[config.mk]
export PLATFORM = sky130hd
export DESIGN_NAME = eth_xbar_sched
export DESIGN_NICKNAME = d
export VERILOG_FILES = /design/src/rtl/eth_xbar_sched.sv
export SDC_FILE = /design/constraint.sdc
export NUM_CORES = 1
export LEC_CHECK = 0
export CAP_MARGIN = 40
export CORE_AREA = 2 2 215 217
export CTS_BUF_LIST = sky130_fd_sc_hd__clkbuf_16
export CTS_CLUSTER_SIZE = 16
export DETAILED_ROUTE_END_ITERATION = 8
export DIE_AREA = 0 0 217 219
export GPL_TIMING_DRIVEN = 0
export PLACE_DENSITY = 0.68
export SLEW_MARGIN = 20
export SYNTH_ARGS = -nofsm -noshare
export SYNTH_HDL_FRONTEND = slang
export SYNTH_SLANG_ARGS = --single-unit
[constraint.sdc]
create_clock -name clk -period 4.2 [get_ports clk]
set_input_delay 0.42 -clock clk [delete_from_list [all_inputs] [get_ports clk]]
set_output_delay 0.42 -clock clk [all_outputs]
set_load 0.01 [all_outputs]
[src/rtl/eth_xbar_sched.sv]
// 2x2 crossbar scheduler: per-egress round-robin grant from show-ahead ingress queues, invalid dests dropped.
// Grant in cycle N shows on outo_valid/outo_data in N+1; an egress holding an unaccepted packet takes no grant.
module eth_xbar_sched #(
  parameter int          PKT_WIDTH  = 130,
  parameter logic [31:0] PORT0_ADDR = 32'hABCD,
  parameter logic [31:0] PORT1_ADDR = 32'hEFEF,
  parameter int          DROP_CNT_W = 16
) (
  input  logic                  clk,
  input  logic                  rstn,
  input  logic                  in0_empty,
  input  logic [PKT_WIDTH-1:0]  in0_data,
  output logic                  in0_rd_en,
  input  logic                  in1_empty,
  input  logic [PKT_WIDTH-1:0]  in1_data,
  output logic                  in1_rd_en,
  output logic                  out0_valid,
  output logic [PKT_WIDTH-1:0]  out0_data,
  input  logic                  out0_ready,
  output logic                  out1_valid,
  output logic [PKT_WIDTH-1:0]  out1_data,
  input  logic                  out1_ready,
  output logic [DROP_CNT_W-1:0] drop_cnt,
  output logic                  drop_pulse
);

  logic [31:0]           dest0, dest1;
  logic [1:0]            hit_p0, hit_p1, bad;
  logic [1:0]            gnt_p0, gnt_p1;
  logic                  free0, free1;
  logic                  rr_0, rr_1;
  logic [DROP_CNT_W:0]   drop_sum;
  logic [DROP_CNT_W-1:0] drop_nxt;

  // Two requesters share an egress: the pointer picks the winner, else the lone requester wins.
  function automatic logic [1:0] arb(input logic [1:0] req, input logic rr, input logic free);
    if (!free)
      return 2'b00;
    else if (req == 2'b11)
      return rr ? 2'b10 : 2'b01;
    else
      return req;
  endfunction

  assign dest0 = in0_data[32:1];
  assign dest1 = in1_data[32:1];
  assign free0 = !out0_valid || out0_ready;
  assign free1 = !out1_valid || out1_ready;

  // Port 1 match excludes port 0 so an input can never be granted twice in a cycle.
  always_comb begin
    hit_p0[0] = !in0_empty && (dest0 == PORT0_ADDR);
    hit_p0[1] = !in1_empty && (dest1 == PORT0_ADDR);
    hit_p1[0] = !in0_empty && (dest0 == PORT1_ADDR) && (dest0 != PORT0_ADDR);
    hit_p1[1] = !in1_empty && (dest1 == PORT1_ADDR) && (dest1 != PORT0_ADDR);
    bad[0]    = !in0_empty && (dest0 != PORT0_ADDR) && (dest0 != PORT1_ADDR);
    bad[1]    = !in1_empty && (dest1 != PORT0_ADDR) && (dest1 != PORT1_ADDR);
  end

  assign gnt_p0 = arb(hit_p0, rr_0, free0);
  assign gnt_p1 = arb(hit_p1, rr_1, free1);

  assign in0_rd_en = rstn && (gnt_p0[0] || gnt_p1[0] || bad[0]);
  assign in1_rd_en = rstn && (gnt_p0[1] || gnt_p1[1] || bad[1]);

  always_comb begin
    drop_sum = {1'b0, drop_cnt} + {{DROP_CNT_W{1'b0}}, bad[0]} + {{DROP_CNT_W{1'b0}}, bad[1]};
    drop_nxt = drop_sum[DROP_CNT_W] ? {DROP_CNT_W{1'b1}} : drop_sum[DROP_CNT_W-1:0];
  end

  always_ff @(posedge clk) begin
    if (!rstn) begin
      out0_valid <= 1'b0;
      out0_data  <= '0;
      out1_valid <= 1'b0;
      out1_data  <= '0;
      rr_0       <= 1'b0;
      rr_1       <= 1'b0;
      drop_cnt   <= '0;
      drop_pulse <= 1'b0;
    end else begin
      if (|gnt_p0) begin
        out0_valid <= 1'b1;
        out0_data  <= gnt_p0[1] ? in1_data : in0_data;
        rr_0       <= gnt_p0[0];
      end else if (out0_ready) begin
        out0_valid <= 1'b0;
      end
      if (|gnt_p1) begin
        out1_valid <= 1'b1;
        out1_data  <= gnt_p1[1] ? in1_data : in0_data;
        rr_1       <= gnt_p1[0];
      end else if (out1_ready) begin
        out1_valid <= 1'b0;
      end
      drop_cnt   <= drop_nxt;
      drop_pulse <= |bad;
    end
  end

endmodule

# After elaboration in Yosys (flattened, before gate mapping)
# Cells that the tools add are included.
[word_totals]
ram_bits = 0
latchBits = 0
reg_bits = 281
wordCells = 60
output_inout_bits = 281
inputBits = 266
romBits = 0
n_memories = 0
[op_classes]
n_div = 0
n_eq_ne = 10
muxes = 13
reduce_logical = 27
n_bitwise = 0
shift = 0
order_cmp = 0
n_addsub = 2
mul = 0
[ops]
columns = ["operator", "count"]
rows = [
  ["$mux W130", 2],
  ["$eq A32 B16 Y1 const B", 4],
  ["$ne A32 B16 Y1 const B", 4],
  ["$add A16 B1 Y17", 1],
  ["$add A17 B1 Y17", 1],
  ["$mux W16", 1],
  ["$logic_and A1 B1 Y1", 12],
  ["$mux W2", 6],
  ["$logic_or A1 B1 Y1", 6],
  ["$reduce_or A2 Y1", 3],
  ["$eq A2 B2 Y1 const B", 2],
  ["$logic_not A1 Y1", 4],
  ["$mux W1", 4],
  ["$reduce_bool A2 Y1", 2],
]

# Longest topological paths before layout
[depth]
word_depth = 9
ltp_mapped = 13
mapped_depth_nobuf = 13

# Worst setup path after synthesis
# No wires, ideal clock.
[synth_path]
kind = "input to register"
from = "input in1_data[10]"
to = "register drop_cnt[13]"
required_time_ps = 4130
t_arrival_ps = 2992
n_path_buf = 1
setup_time_ps = 70
stages = 13
path_slack_ps = 1138
path_cell_list = "and4_1 -> nand4_1 -> a211oi_1 -> nor2_1 -> inv_1 -> fa_1 -> inv_1 -> ha_1 -> and4_1 -> nand4_1 -> or4_1 -> clkbuf_1 -> a21oi_1"
[synth_between]
elab_chain_cells = 5
elab_cells_between_ends = 6
classes_between = "1 x add/sub; 2 x eq/ne; 1 x mux; 2 x reduce/logical"
[synth_rtl]
columns = ["element", "line", "rtl"]
rows = [
  ["start, declared", "15", "input logic [PKT_WIDTH-1:0] in1_data,"],
  ["$ne A32 B16 Y1", "57", "bad[1] = !in1_empty && (dest1 != PORT0_ADDR) && (dest1 != PORT1_ADDR);"],
  ["$logic_and A1 B1 Y1", "57", ""],
  ["$logic_and A1 B1 Y1 (*)", "57", ""],
  ["$add A17 B1 Y17 (*)", "67", "drop_sum = {1'b0, drop_cnt} + {{DROP_CNT_W{1'b0}}, bad[0]} + {{DROP_CNT_W{1'b0}}, bad[1]};"],
  ["$mux W16 (*)", "68", "drop_nxt = drop_sum[DROP_CNT_W] ? {DROP_CNT_W{1'b1}} : drop_sum[DROP_CNT_W-1:0];"],
  ["end signal, assigned", "96", "drop_cnt <= drop_nxt;"],
  ["end, declared", "23", "output logic [DROP_CNT_W-1:0] drop_cnt,"],
]
# Every way passes the cells marked *; elsewhere a longest branch is shown, timed or not.
# A chain may end at the register's enable or synchronous reset.

# Worst setup path after layout
[layout_path]
from = "input in0_data[6]"
to = "output in0_rd_en"
[layout_between]
elab_chain_cells = 9
elab_cells_between_ends = 18
classes_between = "6 x eq/ne; 4 x mux; 8 x reduce/logical"
[layout_rtl]
columns = ["element", "line", "rtl"]
rows = [
  ["start, declared", "12", "input logic [PKT_WIDTH-1:0] in0_data,"],
  ["$eq A32 B16 Y1", "54", "hit_p1[0] = !in0_empty && (dest0 == PORT1_ADDR) && (dest0 != PORT0_ADDR);"],
  ["$logic_and A1 B1 Y1 (2 in a row)", "54", ""],
  ["$eq A2 B2 Y1", "39", "else if (req == 2'b11)"],
  ["$mux W2", "39", ""],
  ["$mux W2", "37", "if (!free)"],
  ["$logic_or A1 B1 Y1", "63", "assign in0_rd_en = rstn && (gnt_p0[0] || gnt_p1[0] || bad[0]);"],
  ["$logic_or A1 B1 Y1 (*)", "63", ""],
  ["$logic_and A1 B1 Y1 (*)", "63", ""],
  ["end, declared", "13", "output logic in0_rd_en,"],
]
# Marked as above.

==> metrics.txt <==
status=completed; first-pass GRT wire length=104900 um; Rows=78; post-layout util=47.87%; Seq/Total Area, Yosys=39.76%; Syn Nets=1964; synth unique cells=52; width of the die=217 um; Rel. slew slack=48.50%; DR vias=17270; HP Start=rstn; WP data arrival=3.66 ns; WL/cell=24.57 um; P&R area growth vs syn=52.57%; Worst Path Max Fanout=10; Post-Place Worst Slack=-0.5348 ns; first drt pass iteration count=8; FF-to-FF setup slack=1.24 ns; Chip Height=219 um; Hold EP=rr_1$_SDFFE_PN0P_; Post-synth EDFFs=0; Power Density=278.6 mW/mm^2; crit start category=primary input; drt initial violations=1756; # setup viols final=0; Synth Warn #=0; CTS tree=yes; RR Endpoint=out1_data[118]$_SDFFE_PN0P_; worst r2r src=out1_valid$_SDFFE_PN0P_; Overflow after GRT=0; DP Area=0.02048 sq mm; FILL cells=4354; Peak supply drop=0.0002186 V; Worst Tran Pin Value=0.7725 ns; Setup CP Type=in -> out; fmax=0.2452 GHz; CTS root buf=clkbuf_16; path depth of the worst reg2reg path=9; Buffers on Ports=545; Clock Pin Slew Worst Setup and Hold Paths=0.06 ns; Avg Vias per Cell=5.925; Final nets=2557; # IOs=547; vias in the first global route=16420; final hold violations=0; Worst Setup End Kind=output pin; most frequent cells in the layout=clkdlybuf4s50_1, dfxtp_1, nand3_1; register area=0.005625 sq mm; core area=0.04509 sq mm; fin crit period=4.078 ns; M1 wire length=28970 um; H-Tree Depth=2; Yosys reg bits=281; Avg Cell Area, Syn=8.342 sq um; Remaining DRCs=0; post-route ant nets=0; most common cell after layout, fill and taps aside=clkdlybuf4s50_1; Clock Latency Late Sink=0.56 ns; PnR worst setup slack=0.1217 ns; CTS buffer count=35; period utilization=97.10%; routed wire length=71610 um; Hold Path Cell Cnt=3; Async SR Flop Fraction=0%; Main synth FF type=dfxtp_1; Post-Place Cells=2851; P_leak=7.315 nW; clock tree buffer depth=3; global-route usage over all layers=28.85%; clk_skew=0.02157 ns; CTS sink count=281; metal2 WL=32870 um; die footprint=0.04752 sq mm; initial antenna violation count=5; CP startpoint=in0_data[6]; Starting Density=31.38%; Max Cap Viol=0; hpwl dp=54420 um; area occupied by multi-input gates=0.007505 sq mm; worst hold path class=in -> reg; top sig layer=met5; Routability Congestion=0.9414; RSZ-0062 raised after global routing=no; Total Power=6.013 mW; Worst Path Required=3.78 ns; Met3 Wirelength=6506 um; Final Cell Area=0.02158 sq mm; share of layout cells above drive strength 1=6.053%; post-route insts no fill=2915; Cell Area, Synth=0.01415 sq mm; max-slew violations=0; Synth Instances=1696; pin count of the biggest net entering global routing=20
-- cells by family (layout without fill, tap and decap cells) --
kind of cell | after synthesis | count (layout) | share of synthesized area, %
xor+xnor | 10 | 10 | 0.6191
mux | 1 | 1 | 0.07076
fa+ha+maj | 2 | 2 | 0.2299
buf+inv | 250 | 867 | 7.411
compound gates | 741 | 741 | 34.79
flops | 281 | 281 | 39.76
other cells | 0 | 2 | 0
simple gates | 411 | 411 | 17.11
-- layer usage --
metal / global-route usage (%) / up-vias
li1: - / 7809
met1: 36.80 / 8296
met2: 46.61 / 977
met3: 6.791 / 180
met4: 12.19 / 8
met5: 0 / -
-- state kept, by name, indices dropped and copies added (netlist names) --
signal and cells:
out1_data 130, out0_data 130, out1_valid 1, out0_valid 1
rr_1 1, rr_0 1, drop_pulse 1, drop_cnt 16
-- how the worst max path moves through the flow --
stage                                   end  slack (ns)  depth (start not counted)
finish                            in0_rd_en        0.12                         10
global placement                  in1_rd_en       -1.01                          9
CTS                               in0_rd_en        0.02                         10
global route                      in0_rd_en        0.01                         10
floorplan           drop_cnt[13]$_SDFF_PN0_        1.14                         13
detailed placement                in0_rd_en       -0.53                         10
-- worst max-delay path, cell delays in order --
cell and delay (ns):
clkdlybuf4s50_1 0.51, and4_1 0.55, buf_6 0.23, nand2_1 0.05, or3_1 0.30, buf_2 0.32
clkbuf_1 0.30, nor2_1 0.21, o31a_1 0.16, clkdlybuf4s50_1 0.59
-- repair_timing --
action                                  4_1_cts  5_1_grt
endpoints found under the setup margin        2        2
hold buffers                                  0        0
buffers inserted                              2        2
resized for setup                             3        4
pin swaps                                     2        3
-- power by group --
part	total [mW]	switching, mW	internal [mW]
logic	0.526	0.235	0.291
registers	2.67	0.00407	2.67
clock network	2.81	1.25	1.56
-- cell usage after synthesis, types with 2 or more instances --
cell      count  area (sq um)
dfxtp_1     281          5625
nand3_1     206          1031
o31ai_1     196          1471
o21ai_0     189         945.9
clkbuf_1    180         675.7
a21oi_1     114         570.6
a31oi_1      99         619.3
or3_1        99         619.3
o32a_1       98         980.9
buf_2        51         255.2
and3_1       42         262.8
o21a_1       27         202.7
nor2_1       11         41.29
inv_1         8         30.03
o21ai_1       8         40.04
and4_1        7         61.31
buf_4         6         45.04
nand2_1       6         22.52
nand4_1       6         37.54
nor4_1        6         37.54
xnor2_1       5         43.79
xor2_1        5         43.79
and4b_1       3         30.03
buf_6         3         33.78
nand2b_1      3         18.77
nor4_2        3         37.54
nor4_4        3         63.81
or4_1         3         22.52
a211oi_1      2         15.01
nor3_1        2         10.01
nor4bb_1      2         20.02
o31a_1        2         17.52
-- through the flow --
step | hold slack (ns) | setup TNS, ns
global placement | 0.4481 | -43.97
CTS | 0.3840 | 0
floorplan | 0.4921 | 0
global route | 0.4518 | 0
detailed placement | 0.4528 | -2.200
finish | 0.4172 | 0
-- final cells by class --
type,count,share of cell area (%)
Buffer,238,4.672
Clock inverter,25,0.6376
Inverter,9,0.1565
Timing Repair Buffer,559,26.03
Antenna cell,2,0.02319
Multi-Input combinational cell,1165,34.77
Sequential cell,281,26.06
Tap cell,600,3.478
Clock buffer,36,4.174
(Power assumes the default switching activity.)
